<file path="src/rtl/pipe_ctrl_pkg.sv">
// Shared constants for the pipeline hazard/flush controller.
// Holds the address width, the stall masks driven for each stall source,
// and the controller state codes.
package pipe_ctrl_pkg;

  localparam int ADDR_LEN = 32;
  typedef logic [ADDR_LEN-1:0] addr_t;
  localparam addr_t ZERO_WORD = '0;

  // Stall masks: bit0=PC, bit1=IF/ID, bit2=ID/EX, bit3=EX/MEM, bit4=MEM/WB.
  // A stall freezes its own stage and every stage upstream of it.
  localparam logic [4:0] STALL_NONE = 5'b00000;
  localparam logic [4:0] STALL_IF   = 5'b00001;
  localparam logic [4:0] STALL_ID   = 5'b00011;
  localparam logic [4:0] STALL_MEM  = 5'b01111;

  // Controller states
  localparam logic [0:0] S_RUN     = 1'b0;
  localparam logic [0:0] S_WAIT_IF = 1'b1;

endpackage

</file>
<file path="src/rtl/pipe_ctrl_if.sv">
// Hazard-control bus between the pipeline stages and pipe_ctrl.
//   master : pipeline side -- drives stall requests and branch redirects,
//            receives stall/clear/redirect controls.
//   slave  : controller side (pipe_ctrl).
// Optional macro PIPE_CTRL_PERF_EN adds the perf_stall_cycles and
// perf_flushes counters to the bus.
interface pipe_ctrl_if;
  import pipe_ctrl_pkg::*;

  logic       if_stall_req;
  logic       id_stall_req;
  logic       mem_stall_req;
  logic       ex_br_req;
  addr_t      ex_br_target;
  logic [4:0] stall;
  logic       ifid_clear;
  logic       idex_clear;
  logic       pc_redirect;
  addr_t      pc_target;
  logic       stall_timeout;
`ifdef PIPE_CTRL_PERF_EN
  logic [31:0] perf_stall_cycles;
  logic [31:0] perf_flushes;
`endif

  modport master (
    output if_stall_req, id_stall_req, mem_stall_req, ex_br_req, ex_br_target,
    input  stall, ifid_clear, idex_clear, pc_redirect, pc_target, stall_timeout
`ifdef PIPE_CTRL_PERF_EN
    , input perf_stall_cycles, perf_flushes
`endif
  );

  modport slave (
    input  if_stall_req, id_stall_req, mem_stall_req, ex_br_req, ex_br_target,
    output stall, ifid_clear, idex_clear, pc_redirect, pc_target, stall_timeout
`ifdef PIPE_CTRL_PERF_EN
    , output perf_stall_cycles, perf_flushes
`endif
  );

endinterface

</file>
<file path="src/rtl/pipe_ctrl.sv">
// Central hazard/flush controller for the 5-stage pipeline.
// Merges IF/ID/MEM stall requests and EX branch redirects into stall[4:0],
// the IF/ID and ID/EX bubble clears, and the PC redirect. A redirect raised
// while a fetch is still in flight is parked in WAIT_IF and fired once the
// fetch completes. A watchdog flags a stall that lasts STALL_TIMEOUT cycles.
// Ports:
//   clk  - clock, all state on posedge
//   rst  - synchronous reset, active high; forces every output to 0
//   bus  - pipe_ctrl_if.slave (requests in; stall/clears/redirect/timeout out)
// Parameters: STALL_TIMEOUT (watchdog limit), TMO_W (counter width).
// Optional macro PIPE_CTRL_PERF_EN adds perf_stall_cycles / perf_flushes.
module pipe_ctrl
  import pipe_ctrl_pkg::*;
#(
  parameter int STALL_TIMEOUT = 1024,
  parameter int TMO_W         = 11
) (
  input  logic        clk,
  input  logic        rst,
  pipe_ctrl_if.slave  bus
);

  logic [0:0]       state, nxt_state;
  addr_t            pend_target;
  logic [TMO_W-1:0] tmo_cnt;
  logic             tmo_flag;

  logic [4:0] stall_c;
  logic       ifid_c, idex_c, redir_c, latch_c;
  addr_t      tgt_c;

  always_comb begin
    stall_c   = STALL_NONE;
    ifid_c    = 1'b0;
    idex_c    = 1'b0;
    redir_c   = 1'b0;
    tgt_c     = ZERO_WORD;
    latch_c   = 1'b0;
    nxt_state = state;

    if (bus.mem_stall_req) begin
      stall_c = STALL_MEM;
    end else if (bus.id_stall_req) begin
      stall_c = STALL_ID;
      idex_c  = 1'b1;
    end else if (bus.if_stall_req) begin
      stall_c = STALL_IF;
      ifid_c  = 1'b1;
    end

    case (state)
      S_RUN: begin
        // EX is frozen while EX/MEM holds; the branch is re-presented later.
        if (bus.ex_br_req && !stall_c[3]) begin
          ifid_c = 1'b1;
          idex_c = 1'b1;
          if (!bus.if_stall_req) begin
            redir_c = 1'b1;
            tgt_c   = bus.ex_br_target;
          end else begin
            latch_c   = 1'b1;
            nxt_state = S_WAIT_IF;
          end
        end
      end
      default: begin
        // Whatever the in-flight fetch returns is wrong-path; drop it.
        ifid_c = 1'b1;
        if (!bus.if_stall_req) begin
          redir_c   = 1'b1;
          tgt_c     = pend_target;
          nxt_state = S_RUN;
        end
      end
    endcase

    if (rst) begin
      stall_c = STALL_NONE;
      ifid_c  = 1'b0;
      idex_c  = 1'b0;
      redir_c = 1'b0;
      tgt_c   = ZERO_WORD;
    end
  end

  always_ff @(posedge clk) begin
    if (rst) begin
      state       <= S_RUN;
      pend_target <= ZERO_WORD;
      tmo_cnt     <= '0;
      tmo_flag    <= 1'b0;
    end else begin
      state <= nxt_state;
      if (latch_c) pend_target <= bus.ex_br_target;
      if (stall_c != STALL_NONE) begin
        if (tmo_cnt != '1) tmo_cnt <= tmo_cnt + 1'b1;
        if (tmo_cnt == TMO_W'(STALL_TIMEOUT - 1)) tmo_flag <= 1'b1;
      end else begin
        tmo_cnt <= '0;
      end
    end
  end

  assign bus.stall         = stall_c;
  assign bus.ifid_clear    = ifid_c;
  assign bus.idex_clear    = idex_c;
  assign bus.pc_redirect   = redir_c;
  assign bus.pc_target     = tgt_c;
  assign bus.stall_timeout = tmo_flag & ~rst;

`ifdef PIPE_CTRL_PERF_EN
  logic [31:0] perf_stall_q, perf_flush_q;

  always_ff @(posedge clk) begin
    if (rst) begin
      perf_stall_q <= '0;
      perf_flush_q <= '0;
    end else begin
      if (stall_c != STALL_NONE) perf_stall_q <= perf_stall_q + 32'd1;
      if (redir_c)               perf_flush_q <= perf_flush_q + 32'd1;
    end
  end

  assign bus.perf_stall_cycles = rst ? 32'd0 : perf_stall_q;
  assign bus.perf_flushes      = rst ? 32'd0 : perf_flush_q;
`endif

endmodule

</file>
<file path="src/flat_wrapper.sv">
// flat-port wrapper written by rule: the top's interface ports become plain ports
module pipe_ctrl_flat import pipe_ctrl_pkg::*;
#(
  parameter int STALL_TIMEOUT = 1024,
  parameter int TMO_W         = 11
)
  (clk, rst, bus_if_stall_req, bus_id_stall_req, bus_mem_stall_req, bus_ex_br_req, bus_ex_br_target, bus_stall, bus_ifid_clear, bus_idex_clear, bus_pc_redirect, bus_pc_target, bus_stall_timeout);
  pipe_ctrl_if bus_i ();
  input  logic clk;
  input  logic rst;
  input wire logic [$bits(bus_i.if_stall_req)-1:0] bus_if_stall_req;
  input wire logic [$bits(bus_i.id_stall_req)-1:0] bus_id_stall_req;
  input wire logic [$bits(bus_i.mem_stall_req)-1:0] bus_mem_stall_req;
  input wire logic [$bits(bus_i.ex_br_req)-1:0] bus_ex_br_req;
  input wire logic [$bits(bus_i.ex_br_target)-1:0] bus_ex_br_target;
  output wire logic [$bits(bus_i.stall)-1:0] bus_stall;
  output wire logic [$bits(bus_i.ifid_clear)-1:0] bus_ifid_clear;
  output wire logic [$bits(bus_i.idex_clear)-1:0] bus_idex_clear;
  output wire logic [$bits(bus_i.pc_redirect)-1:0] bus_pc_redirect;
  output wire logic [$bits(bus_i.pc_target)-1:0] bus_pc_target;
  output wire logic [$bits(bus_i.stall_timeout)-1:0] bus_stall_timeout;
  assign bus_i.if_stall_req = bus_if_stall_req;
  assign bus_i.id_stall_req = bus_id_stall_req;
  assign bus_i.mem_stall_req = bus_mem_stall_req;
  assign bus_i.ex_br_req = bus_ex_br_req;
  assign bus_i.ex_br_target = bus_ex_br_target;
  assign bus_stall = bus_i.stall;
  assign bus_ifid_clear = bus_i.ifid_clear;
  assign bus_idex_clear = bus_i.idex_clear;
  assign bus_pc_redirect = bus_i.pc_redirect;
  assign bus_pc_target = bus_i.pc_target;
  assign bus_stall_timeout = bus_i.stall_timeout;
  pipe_ctrl #(.STALL_TIMEOUT(STALL_TIMEOUT), .TMO_W(TMO_W)) u_core (.clk(clk), .rst(rst), .bus(bus_i));
endmodule
</file>
<file path="config.mk">
export PLATFORM = sky130hd
export DESIGN_NAME = pipe_ctrl_flat
export DESIGN_NICKNAME = d
export VERILOG_FILES = /design/src/rtl/pipe_ctrl_pkg.sv /design/src/rtl/pipe_ctrl_if.sv /design/src/rtl/pipe_ctrl.sv /design/src/flat_wrapper.sv
export SDC_FILE = /design/constraint.sdc
export NUM_CORES = 1
export LEC_CHECK = 0
export CAP_MARGIN = 25
export CORE_ASPECT_RATIO = 0.8
export CORE_UTILIZATION = 45
export DETAILED_ROUTE_END_ITERATION = 8
export MAX_ROUTING_LAYER = met4
export PLACE_DENSITY = 0.8
export REMOVE_ABC_BUFFERS = 1
export SYNTH_ARGS = -nofsm -noshare
export SYNTH_HDL_FRONTEND = slang
export SYNTH_SLANG_ARGS = --single-unit
</file>
<file path="constraint.sdc">
create_clock -name clk -period 1.6 [get_ports clk]
set_input_delay 0.32 -clock clk [delete_from_list [all_inputs] [get_ports clk]]
set_output_delay 0.32 -clock clk [all_outputs]
set_load 0.01 [all_outputs]
</file>
* Yosys cells after proc, flatten, opt, wreduce, memory -nomap -nowiden
Cells that the tools add are included.
Widths: inputs -> output; s select.
** Cells by class
- Multiplexer cells :: 27
- Bitwise gates (word level) :: 3
- Add/sub/neg operators :: 1
- Reduce and logical (&&, ||, !) cells :: 5
- Eq/ne operators :: 2
** Operators with widths (count)
- $mux 32 :: 5
- $mux 1 :: 19
- $mux 5 :: 3
- $add 11x1->11 const B :: 1
- $eq 11x10->1 const B :: 1
- $ne 11x11->1 const B :: 1
- $reduce_bool 5->1 :: 1
- $not 1->1 :: 2
- $reduce_and 2->1 :: 1
- $reduce_or 2->1 :: 1
- $and 1x1->1 :: 1
- $logic_and 1x1->1 :: 1
- $logic_not 1->1 :: 1
** Word-level totals
- Output and inout port bits :: 41
- Word-level logic and storage cells :: 42
- Bits in registers :: 45

* Depth between registers and ports, before layout
Gate-level depths: netlist of the first run.
- Depth after elaboration :: 8
- Depth in mapped cells :: 7

* Worst setup path after synthesis of the first run
OpenSTA, ideal clock, no wires.
- Kind :: input port to output port
- Start point :: input port bus_ex_br_req
- End point :: output port bus_pc_target[10]
- Data required time :: 1.280 ns
- Cell stages on the path :: 6
- Buffers on the path :: 2
- Setup slack :: 0.016 ns
- Arrival time :: 1.264 ns
- Cells stage by stage :: nor2b_2 nor2_1 or3_1 buf_6 buf_6 nor2_1
** On the way
- Longest elaborated chain between the ends :: 4
** RTL lines
- start: declaration :: line flat_wrapper.sv:14 : input wire logic [$bits(bus_i.ex_br_req)-1:0] bus_ex_br_req;
- $logic_and 1x1->1 :: line pipe_ctrl.sv:54 : if (bus.ex_br_req && !stall_c[3]) begin
- $mux 32 :: line pipe_ctrl.sv:54
- $mux 32 :: line pipe_ctrl.sv:51 : case (state)
- $mux 32 :: line pipe_ctrl.sv:77 : if (rst) begin
- end: declaration :: line flat_wrapper.sv:20 : output wire logic [$bits(bus_i.pc_target)-1:0] bus_pc_target;
No other way between the ends.

* Final worst setup path of the first run
- Start point :: register u_core.state
- End point :: output port bus_pc_target[8]
** On the way
- Longest elaborated chain between the ends :: 2
** RTL lines
- start: declaration :: line pipe_ctrl.sv:23 : logic [0:0] state, nxt_state;
- start signal: assignment :: line pipe_ctrl.sv:93 : state <= nxt_state;
- $mux 32 :: line pipe_ctrl.sv:51
- $mux 32 :: line pipe_ctrl.sv:77
No other way between the ends.

==> results.sh, run 1 <==
export IMPL_status="complete, but fails checks"
export IMPL_violations="negative setup slack"
export IMPL_dieArea_um2=5380
export IMPL_dr_max_layer_used="met4"
export IMPL_rr_endpoint="u_core.pend_target[30]"
export IMPL_start_util_pct=48.4
export IMPL_firstDrtPassIters=5
export IMPL_met2RoutedLength_mm=4.79
export IMPL_cts_made_buffers=5
export IMPL_synthTopCellsByCount="nand2_1 (71), dfxtp_1 (45), nor2_1 (41)"
export IMPL_synthSimpleGateAreaFrac_pct=26.5
export IMPL_power_mw=2.51
export IMPL_drv_slew=0
export IMPL_drtIter0Drc=255
export IMPL_grt_pass1_wl_mm=10.5
export IMPL_drc=0
export IMPL_via_per_inst=5.94
export IMPL_met3WireLength_um=768
export IMPL_dp_hpwl_mm=4.02
export IMPL_grt_max_degree=33
export IMPL_wl_met1_mm=3.49
export IMPL_antenna_left=0
export IMPL_crit_arrival_ns=1.74
export IMPL_syn_avg_cell_area_um2=7.66
export IMPL_synth_top_area_share_pct=39.3
export IMPL_cts_tree="built"
export IMPL_finalClockSkew_ns=0.00779
export IMPL_synth_seq_area_share_pct=39.3
export IMPL_clkSinkCount=45
export IMPL_synthFlopType="dfxtp_1"
export IMPL_rows=22
export IMPL_pin_count=79
export IMPL_syn_area_um2=2290
export IMPL_endpoint="bus_pc_target[8]"
export IMPL_hold_viol_final=0
export IMPL_synth_seq_cells=45
export IMPL_clk_insertion_delay_late_ns=0.30
export IMPL_yosysMostFrequentCell="nand2_1"
export IMPL_vdd_drop_max_v=0.000406
export IMPL_track_usage_pct=26.9
export IMPL_powerDensity_nw_per_um2=608
export IMPL_syn_to_final_growth_pct=80.6
export IMPL_synth_edf_count=0
export IMPL_vias=2738
export IMPL_synth_fa_ha_area_share_pct=0.546
export IMPL_cts_root_buf="clkbuf_8"
export IMPL_htreeDepth=2
export IMPL_synth_top_family_by_area="simple AND/OR/NAND/NOR gates"
export IMPL_drive_gt1_share_pct=44.1
export IMPL_synth_compound_gate_area_share_pct=11.3
export IMPL_hold_path_class="in2reg"
export IMPL_dpl_cell_area_um2=3210
export IMPL_grt_antenna_before_repair=0
export IMPL_yosys_area_top_type="dfxtp_1"
export IMPL_crit_fanout=8
export IMPL_cap_viol_max_count=0
export IMPL_die_h_um=65.8
export IMPL_wire_per_inst_um=21.0
export IMPL_final_min_clock_period_ns=2.06
export IMPL_max_freq_ghz=0.486
export IMPL_startpoint="u_core.state"
export IMPL_wirelength_mm=9.70
export IMPL_nets=439
export IMPL_rrSetupSlack_ns=-0.16
export IMPL_fillers=221
export IMPL_synth_warning_count=0
export IMPL_fp_dieW_um=81.8
export IMPL_rsz0062_at_grt="true"
export IMPL_setup_violations=69
export IMPL_hold_depth=4
export IMPL_synth_mux_area_share_pct=14.4
export IMPL_final_area_um2=4140
export IMPL_gp_congestion=0.802
export IMPL_port_buffers=77
export IMPL_reg2reg_from="u_core.state"
export IMPL_synthTopCellsByArea="dfxtp_1 (39%), mux2i_1 (14%), nand2_1 (12%)"
export IMPL_synth_cell_type_count=36
export IMPL_core_area_um2=4730
export IMPL_cts_buffer_depth=2
export IMPL_path_clk_slew_ns=0.08
export IMPL_leakage_nw=1.63
export IMPL_grt_overflow_total=0
export IMPL_crit_path_end_kind="primary output"
export IMPL_fin_crit_sh_pct=129
export IMPL_grt_pass1_vias=2262
export IMPL_antennaDiodeCount=0
export IMPL_synth_xor_area_share_pct=1.15
export IMPL_worstSetupPathType="reg2out"
export IMPL_critPathLaunchType="flip-flop"
export IMPL_reg2reg_depth=10
export IMPL_crit_required_ns=1.28
export IMPL_synthCells=299
export IMPL_setup_ws_ns=-0.459
export IMPL_async_flop_share_pct=0
## layer usage
metal  track usage [%]  up-vias
met2              48.1      182
met1              29.9     1296
met4              8.99        0
met3              5.10       60
met5                 -        -
li1                  -     1200
## critical path, stage by stage (launching register included)
cell,delay [ns]
dfxtp_2,0.35
buf_6,0.10
nor2_2,0.04
or3_4,0.44
buf_12,0.19
buf_6,0.12
nor2_4,0.09
buf_6,0.11
## per-stage QoR
| stage | std cells | setup slack [ns] | hold slack [ns] | util, % | TNS, ns |
|---|---|---|---|---|---|
| floorplan | 277 | -1.15 | 0.389 | - | -63.52 |
| global placement | 434 | -0.942 | 0.442 | 67.7 | -37.88 |
| detailed placement | 434 | -0.985 | 0.446 | 67.7 | -40.45 |
| CTS | 456 | -0.416 | 0.361 | 73.7 | -10.47 |
| global route | 461 | -0.497 | 0.434 | 87.3 | -17.61 |
| finish | 461 | -0.459 | 0.394 | 87.3 | -15.25 |
## cell type report
class	instances	area [um2]	area share (%)
sequential	45	902	21.8
tap	60	75.1	1.82
inverter	5	26.3	0.635
timing repair buffer	116	1280	30.9
clock inverter	1	7.51	0.182
multi-input combinational	227	1770	42.8
clock buffer	7	76.3	1.85
## cells by family after synthesis
kind of cell	Yosys count
other	1
DFF	45
muxes	33
and+or+nand+nor	141
adders and majority gates	1
buffers and inverters	27
AOI/OAI and AO/OA	48
xor gates and xnor gates	3
## placed cells by master (no fill, tap or decap), types with 3 or more instances in the layout
| cell | synthesis | final |
|---|---|---|
| a21oi_1 | 37 | 15 |
| a21oi_2 | 0 | 22 |
| buf_12 | 0 | 4 |
| buf_16 | 0 | 4 |
| buf_2 | 9 | 11 |
| buf_4 | 2 | 15 |
| buf_6 | 4 | 37 |
| buf_8 | 0 | 3 |
| clkbuf_16 | 0 | 3 |
| clkbuf_8 | 0 | 5 |
| clkdlybuf4s50_1 | 0 | 32 |
| dfxtp_1 | 45 | 44 |
| dlygate4sd2_1 | 0 | 7 |
| mux2i_1 | 33 | 21 |
| mux2i_2 | 0 | 6 |
| mux2i_4 | 0 | 6 |
| nand2_1 | 71 | 52 |
| nand2_2 | 0 | 3 |
| nand2_4 | 0 | 16 |
| nor2_1 | 41 | 12 |
| nor2_2 | 1 | 5 |
| nor2_4 | 0 | 25 |
| nor2b_1 | 3 | 3 |
| nor3_1 | 7 | 6 |
| o21ai_0 | 3 | 3 |
## how the worst min path moves through the flow
stage                          start               endpoint  slack [ns]
6_report           bus_mem_stall_req           u_core.state        0.39
3_5_place_dp   u_core.pend_target[9]  u_core.pend_target[9]        0.45
3_3_place_gp   u_core.pend_target[9]  u_core.pend_target[9]        0.44
4_1_cts            bus_mem_stall_req           u_core.state        0.36
5_1_grt            bus_mem_stall_req           u_core.state        0.43
2_1_floorplan                    rst  u_core.pend_target[0]        0.39
## power by group
group          internal (mW)  total [mW]  switching (mW)
clock network          0.310       0.715           0.405
logic                  0.307       0.615           0.308
registers               1.15        1.18          0.0291
## repair_timing
item,4_1_cts,5_1_grt
setup endpoints to repair,40,65
setup buffers,11,2
cloned,3,4
pin swaps,32,27
hold buffers,0,0
gates resized for setup,217,129
## flip-flops by register name, indices dropped and copies added (netlist names)
signal              cells
u_core.tmo_cnt         11
u_core.pend_target     32
u_core.tmo_flag         1
u_core.state            1
Power figures use the tool's default switching activity.
==> inputs of run 2 (changes only) <==
- CORE_UTILIZATION: 45 -> 41
- PLACE_DENSITY: 0.8 -> 0.76
- clock period: 1.6 -> 1.82 ns (I/O delays scaled with it)
==> run 2 against run 1 <==
The flow still finishes with violations (negative setup slack). Total power shrank 12%. First-iteration DRC count decreased by 55%. Via count down 13%. Core utilization is 17 points lower. Largest cell class unchanged.
==> results.sh, run 2 (synthesized netlist as in run 1, its figures left out) <==
export IMPL_rrSetupSlack_ns=0.33
export IMPL_fin_crit_sh_pct=108
export IMPL_wirelength_mm=6.61
export IMPL_syn_to_final_growth_pct=60.1
export IMPL_via_per_inst=5.22
export IMPL_startpoint="u_core.state"
export IMPL_critPathLaunchType="flip-flop"
export IMPL_cts_root_buf="clkbuf_8"
export IMPL_final_min_clock_period_ns=1.97
export IMPL_pre_cts_ws_ns=-0.909
export IMPL_slowest_delay_ns=0.38
export IMPL_powerDensity_nw_per_um2=601
export IMPL_violations="negative setup slack"
export IMPL_grt_pass1_wl_mm=10.0
export IMPL_crit_arrival_ns=1.61
export IMPL_cts_made_buffers=5
export IMPL_wire_per_inst_um=14.5
export IMPL_drtIter0Drc=114
export IMPL_setup_ws_ns=-0.149
export IMPL_rows=23
export IMPL_port_buffers=77
export IMPL_start_util_pct=44.2
export IMPL_dp_cells=434
export IMPL_cts_buffer_depth=2
export IMPL_drive_gt1_share_pct=29.2
export IMPL_leakage_nw=1.42
export IMPL_clk_insertion_delay_late_ns=0.30
export IMPL_final_cells=456
export IMPL_timing_setup_tns_ns=-3.05
export IMPL_path_clk_slew_ns=0.08
export IMPL_fp_dieW_um=85.6
export IMPL_antenna_left=0
export IMPL_largest_register_ffs=32
export IMPL_regMostFlops="u_core.pend_target"
export IMPL_vdd_drop_max_v=0.000312
export IMPL_crit_required_ns=1.46
export IMPL_reg2reg_from="u_core.tmo_cnt[0]"
export IMPL_max_freq_ghz=0.508
export IMPL_firstDrtPassIters=4
export IMPL_most_common_layout_cells="nand2_1 (71), dfxtp_1 (44), a21oi_1 (37)"
export IMPL_worstSetupPathType="reg2out"
export IMPL_drc=0
export IMPL_track_usage_pct=22.6
export IMPL_top_regs="u_core.pend_target: 32 flops, u_core.tmo_cnt: 11 flops"
export IMPL_crit_path_end_kind="primary output"
export IMPL_worstHoldStart="u_core.pend_target[5]"
export IMPL_dieArea_um2=5890
export IMPL_cpMostUsedCell="nor2_4"
export IMPL_min_to="u_core.pend_target[5]"
export IMPL_hold_viol_final=0
export IMPL_cap_viol_max_count=0
export IMPL_core_area_um2=5180
export IMPL_reg2reg_depth=5
export IMPL_grt_antenna_before_repair=0
export IMPL_dp_hpwl_mm=3.85
export IMPL_power_mw=2.20
export IMPL_cts_tree="built"
export IMPL_drv_slew=0
export IMPL_pin_count=79
export IMPL_cpMaxStageDelayCell="or3_4"
export IMPL_rsz0062_at_grt="true"
export IMPL_hold_depth=2
export IMPL_grt_overflow_total=0
export IMPL_critical_path_buf_inv_count=3
export IMPL_finalClockSkew_ns=0.00738
export IMPL_fillers=429
export IMPL_clkSinkCount=45
export IMPL_crit_fanout=7
export IMPL_grt_pass1_vias=2188
export IMPL_holdWs_ns=0.456
export IMPL_hold_path_class="reg2reg"
export IMPL_antennaDiodeCount=0
export IMPL_gp_congestion=0.836
export IMPL_grt_max_degree=30
export IMPL_hold_buffers=0
export IMPL_final_common_cell="nand2_1"
export IMPL_die_h_um=68.8
export IMPL_vias=2380
export IMPL_crit_chain="nor2_4 > or3_4 > buf_12 > buf_16 > nor2_4 > buf_6"
export IMPL_status="complete, but fails checks"
export IMPL_path_delay_family="simple AND/OR/NAND/NOR gates"
export IMPL_setup_violations=32
export IMPL_htreeDepth=2
export IMPL_nets=432
export IMPL_rr_endpoint="u_core.tmo_cnt[5]"
==> run 2: changes by cell type in the layout (fill, tap and decap cells not counted), sizes merged <==
cell           previous run  this run
buf                      74        68
clkbuf                   10         8
bufinv                    0         1
clkdlybuf4s50            32        33
clkinv                    1         2
clkinvlp                  1         0
dlygate4sd2               7         6
==> run 2: what timing repair did <==
item | 4_1_cts | 5_1_grt
pin swaps | 27 | 3
buffers inserted | 6 | 4
setup endpoints to repair | 40 | 35
resized for setup | 210 | 36
cloned | 3 | 2
==> run 2: worst register-to-register path, delay by kind of cell (launching register included) <==
| family | cells | cell delay (ns) |
|---|---|---|
| adder cells (fa/ha/maj) | 1 | 0.24 |
| AO/OA/AOI/OAI | 2 | 0.34 |
| flip-flops | 1 | 0.39 |
| AND/OR/NAND/NOR | 2 | 0.46 |
==> run 2: metrics by stage <==
stage / utilization [%] / instance area (um2)
3_3_place_gp: 61.6 / 3190
3_5_place_dp: 61.6 / 3190
5_1_grt: 70.8 / 3670
4_1_cts: 67.0 / 3470
6_report: 70.8 / 3670
2_1_floorplan: - / 2160
==> run 2: metal layers <==
layer | share of wire, % | wire length, um | vias up | track usage [%]
met3 | 4.7 | 310 | 11 | 3.93
met2 | 48 | 3190 | 70 | 39.9
li1 | - | - | 1180 | -
met4 | 1.5 | 102 | 0 | 6.46
met1 | 46 | 3010 | 1119 | 27.0
met5 | 0 | 0 | - | -
==> run 2: power breakdown <==
group          internal [mW]  total [mW]  switching (mW)  leakage [nW]
Clock                  0.412       0.744           0.332        0.0554
Sequential              1.01        1.03          0.0195         0.366
Combinational          0.228       0.428           0.200         0.995
==> run 2: area by class of cell <==
type | instances | area, um2 | area share (%)
Sequential cell | 45 | 905 | 24.7
Inverter | 5 | 23.8 | 0.648
Clock inverter | 2 | 38.8 | 1.06
Multi-Input combinational cell | 227 | 1470 | 40.0
Timing Repair Buffer | 109 | 1080 | 29.5
Clock buffer | 6 | 72.6 | 1.98
Tap cell | 62 | 77.6 | 2.12
==> run 2: worst max-delay path by stage <==
stage / to / depth (start not counted) / slack (ns)
2_1_floorplan: bus_pc_target[0] / 3 / -0.97
3_3_place_gp: bus_pc_target[8] / 7 / -0.86
3_5_place_dp: bus_pc_target[19] / 7 / -0.91
4_1_cts: bus_pc_target[29] / 6 / -0.12
5_1_grt: bus_pc_target[23] / 6 / -0.20
6_report: bus_pc_target[5] / 6 / -0.15
==> inputs of run 3 (changes only) <==
- SLEW_MARGIN: unset -> 30
==> results of run 3 <==
The final DEF is identical to that of run 2; final timing and power are the same.
==> edit (settings of run 1) <==
Put a register stage on the output `bus.stall_timeout`, without a reset. The value now appears one clock later.
--- a/src/rtl/pipe_ctrl.sv
+++ b/src/rtl/pipe_ctrl.sv
@@ -107,5 +107,7 @@
   assign bus.pc_redirect   = redir_c;
   assign bus.pc_target     = tgt_c;
-  assign bus.stall_timeout = tmo_flag & ~rst;
+  always_ff @(posedge clk) begin
+    bus.stall_timeout <= tmo_flag & ~rst;
+  end
 
 `ifdef PIPE_CTRL_PERF_EN
Formal check against the unedited RTL: same outputs for any inputs over 10 cycles, from zero or initial values and one cycle with rst high; that may be too few to reach the edited logic, so the function may still have changed.
==> edit against run 1 <==
Final area shrank 14%. The run still ends with negative setup slack left. Critical path type unchanged. Largest cell class unchanged. Count of clock-buffer cells in the layout shrank 1. Cell count shrank 3.5%. Worst setup slack gained 0.16 ns. Maximum frequency grew 8.6%. Sequential cell count grew 1. Core utilization shrank 13 points. Power shrank 7.3%. Routed wire length shrank 32%. Combinational power shrank 25%. Synthesized area grew 0.87%. Register-to-register slack gained 0.19 ns.
==> edit: results (changes against run 1) <==
Vias in the first global route = 2,181 (-3.6%)
Tot GR Track Use = 0.256 (-0.0130)
Layout clock buffers = 6 (-1)
Placed Instances = 431 (-0.69%)
First-pass GRT wire length = 10,000 microns (-4.3%)
Root buffer cell = clkbuf_8
# fillers = 350 (+58%)
Final Wtd Congestion = 0.897 (+12%)
# H-tree levels = 2 (unchanged)
Num CTS Buffers = 5 (unchanged)
P_sw = 619 uW (-17%)
Clock Power Share = 0.289 (+0.004)
Largest net degree at the start of global routing = 28 (-15%)
DR iter-0 viols = 186 (-27%)
Crit path max fanout = 6 (-2)
Clk_lat worst skew = 0.30 ns (about the same)
Final setup viols = 35 (-49%)
Initial antenna violation count = 0 (unchanged)
Non-Clock Inverter Count = 5 (unchanged)
PortBufs = 77 (unchanged)
Ys async rst share = 0 (unchanged)
Biggest regs = u_core.pend_target (32), u_core.tmo_cnt (11)
Failing checks = negative setup slack
Multi-input gates = 227 (unchanged)
FF/Latch Area = 925 sq um (+2.5%)
Clk sinks = 46 (+2.2%)
Hpwl dp = 4030 microns (+0.10%)
Static Leakage = 1.35 nW (-17%)
Fin cells = 445 (-3.5%)
Hold Path Class = flop to flop
P_comb = 459 uW (-25%)
Drt first pass iters = 4 (-1)
Seq/Total Area, Yosys = 0.399 (+0.00526)
Clock Path Buffers = 2 (unchanged)
Yosys cell types = 36 (unchanged)
Gate Count Post-Synth = 300 (+0.33%)
Non-clk buf share = 0.284 (-0.0242)
Reg clk slew, reported paths = 0.07 ns
Leading post-synthesis cells by instance count = 71 x nand2_1, 46 x dfxtp_1, 41 x nor2_1, 37 x a21oi_1, 33 x mux2i_1
VDD IR-drop max = 0.379 mV (-6.6%)
Via-to-Cell Ratio = 5.29 (-11%)
Final wirelength = 6620 microns (-32%)
Outcome = finished, violations left
Layout clock area frac = 0.0226 (+0.00231)
Multi-input combinational cell area = 1440 sq um (-19%)
Plain + repair buffers = 100 (-14%)
Net count, final = 424 (-3.4%)
Top post-synthesis cells by area = dfxtp_1 40%, mux2i_1 14%, nand2_1 12%, a21oi_1 8.0%, nor2_1 6.7%
Synth warnings = 0 (unchanged)
Final clock skew = 0.0118 ns (+0.00400 ns)
Fraction of layout cells with a size suffix above 1 = 0.262 (-0.179)
Final setup margin = -0.295 ns (+0.163 ns)
edit: repair_timing:
item / in CTS / in global routing
resized for setup: 188 / 53
pin swaps: 34 / 2
hold buffers: 0 / 0
setup buffers: 3 / 1
endpoints found under the setup margin: 42 / 36
gates cloned: 3 / 0
edit: final timing paths:
check                              from                endpoint  slack, ns  depth (start not counted)
hold reg to reg   u_core.pend_target[9]   u_core.pend_target[9]       0.45                          2
hold / removal    u_core.pend_target[9]   u_core.pend_target[9]       0.45                          2
setup / recovery           u_core.state       bus_pc_target[21]      -0.30                          5
setup reg to reg           u_core.state  u_core.pend_target[10]       0.03                          7
edit: per-layer routing:
layer,track usage,share of wire
met1,0.323,0.42
met2,0.401,0.50
met3,0.0441,0.053
met4,0.114,0.026
met5,-,0
edit: critical path, cell delays in order (launching register included):
cell and delay, ns:
dfxtp_4 0.37, nor2_2 0.04, or3_4 0.47, buf_16 0.19, nor2_1 0.08, buf_2 0.13
edit: per-stage QoR:
stage               TNS (ns)  power (mW)  instance area, sq um  worst slack, ns
floorplan             -63.52        1.37                  2180            -1.15
global placement      -36.84        1.60                  3180            -1.00
detailed placement    -38.56        1.61                  3180           -0.987
CTS                    -8.27        2.29                  3310           -0.263
global route          -10.84        2.44                  3550           -0.342
finish                 -9.14        2.33                  3550           -0.295
edit: logic make-up (layout without fill, tap and decap cells):
logic type               Yosys count  after routing  share of synthesized area
adder cells (fa/ha/maj)            1              1                    0.00542
multiplexers                      33             33                      0.143
other                              1              1                    0.00162
flip-flops                        46             46                      0.399
buffers and inverters             27            112                     0.0650
XOR/XNOR                           3              3                     0.0114
AO/OA/AOI/OAI                     48             48                      0.112
AND/OR/NAND/NOR                  141            141                      0.263
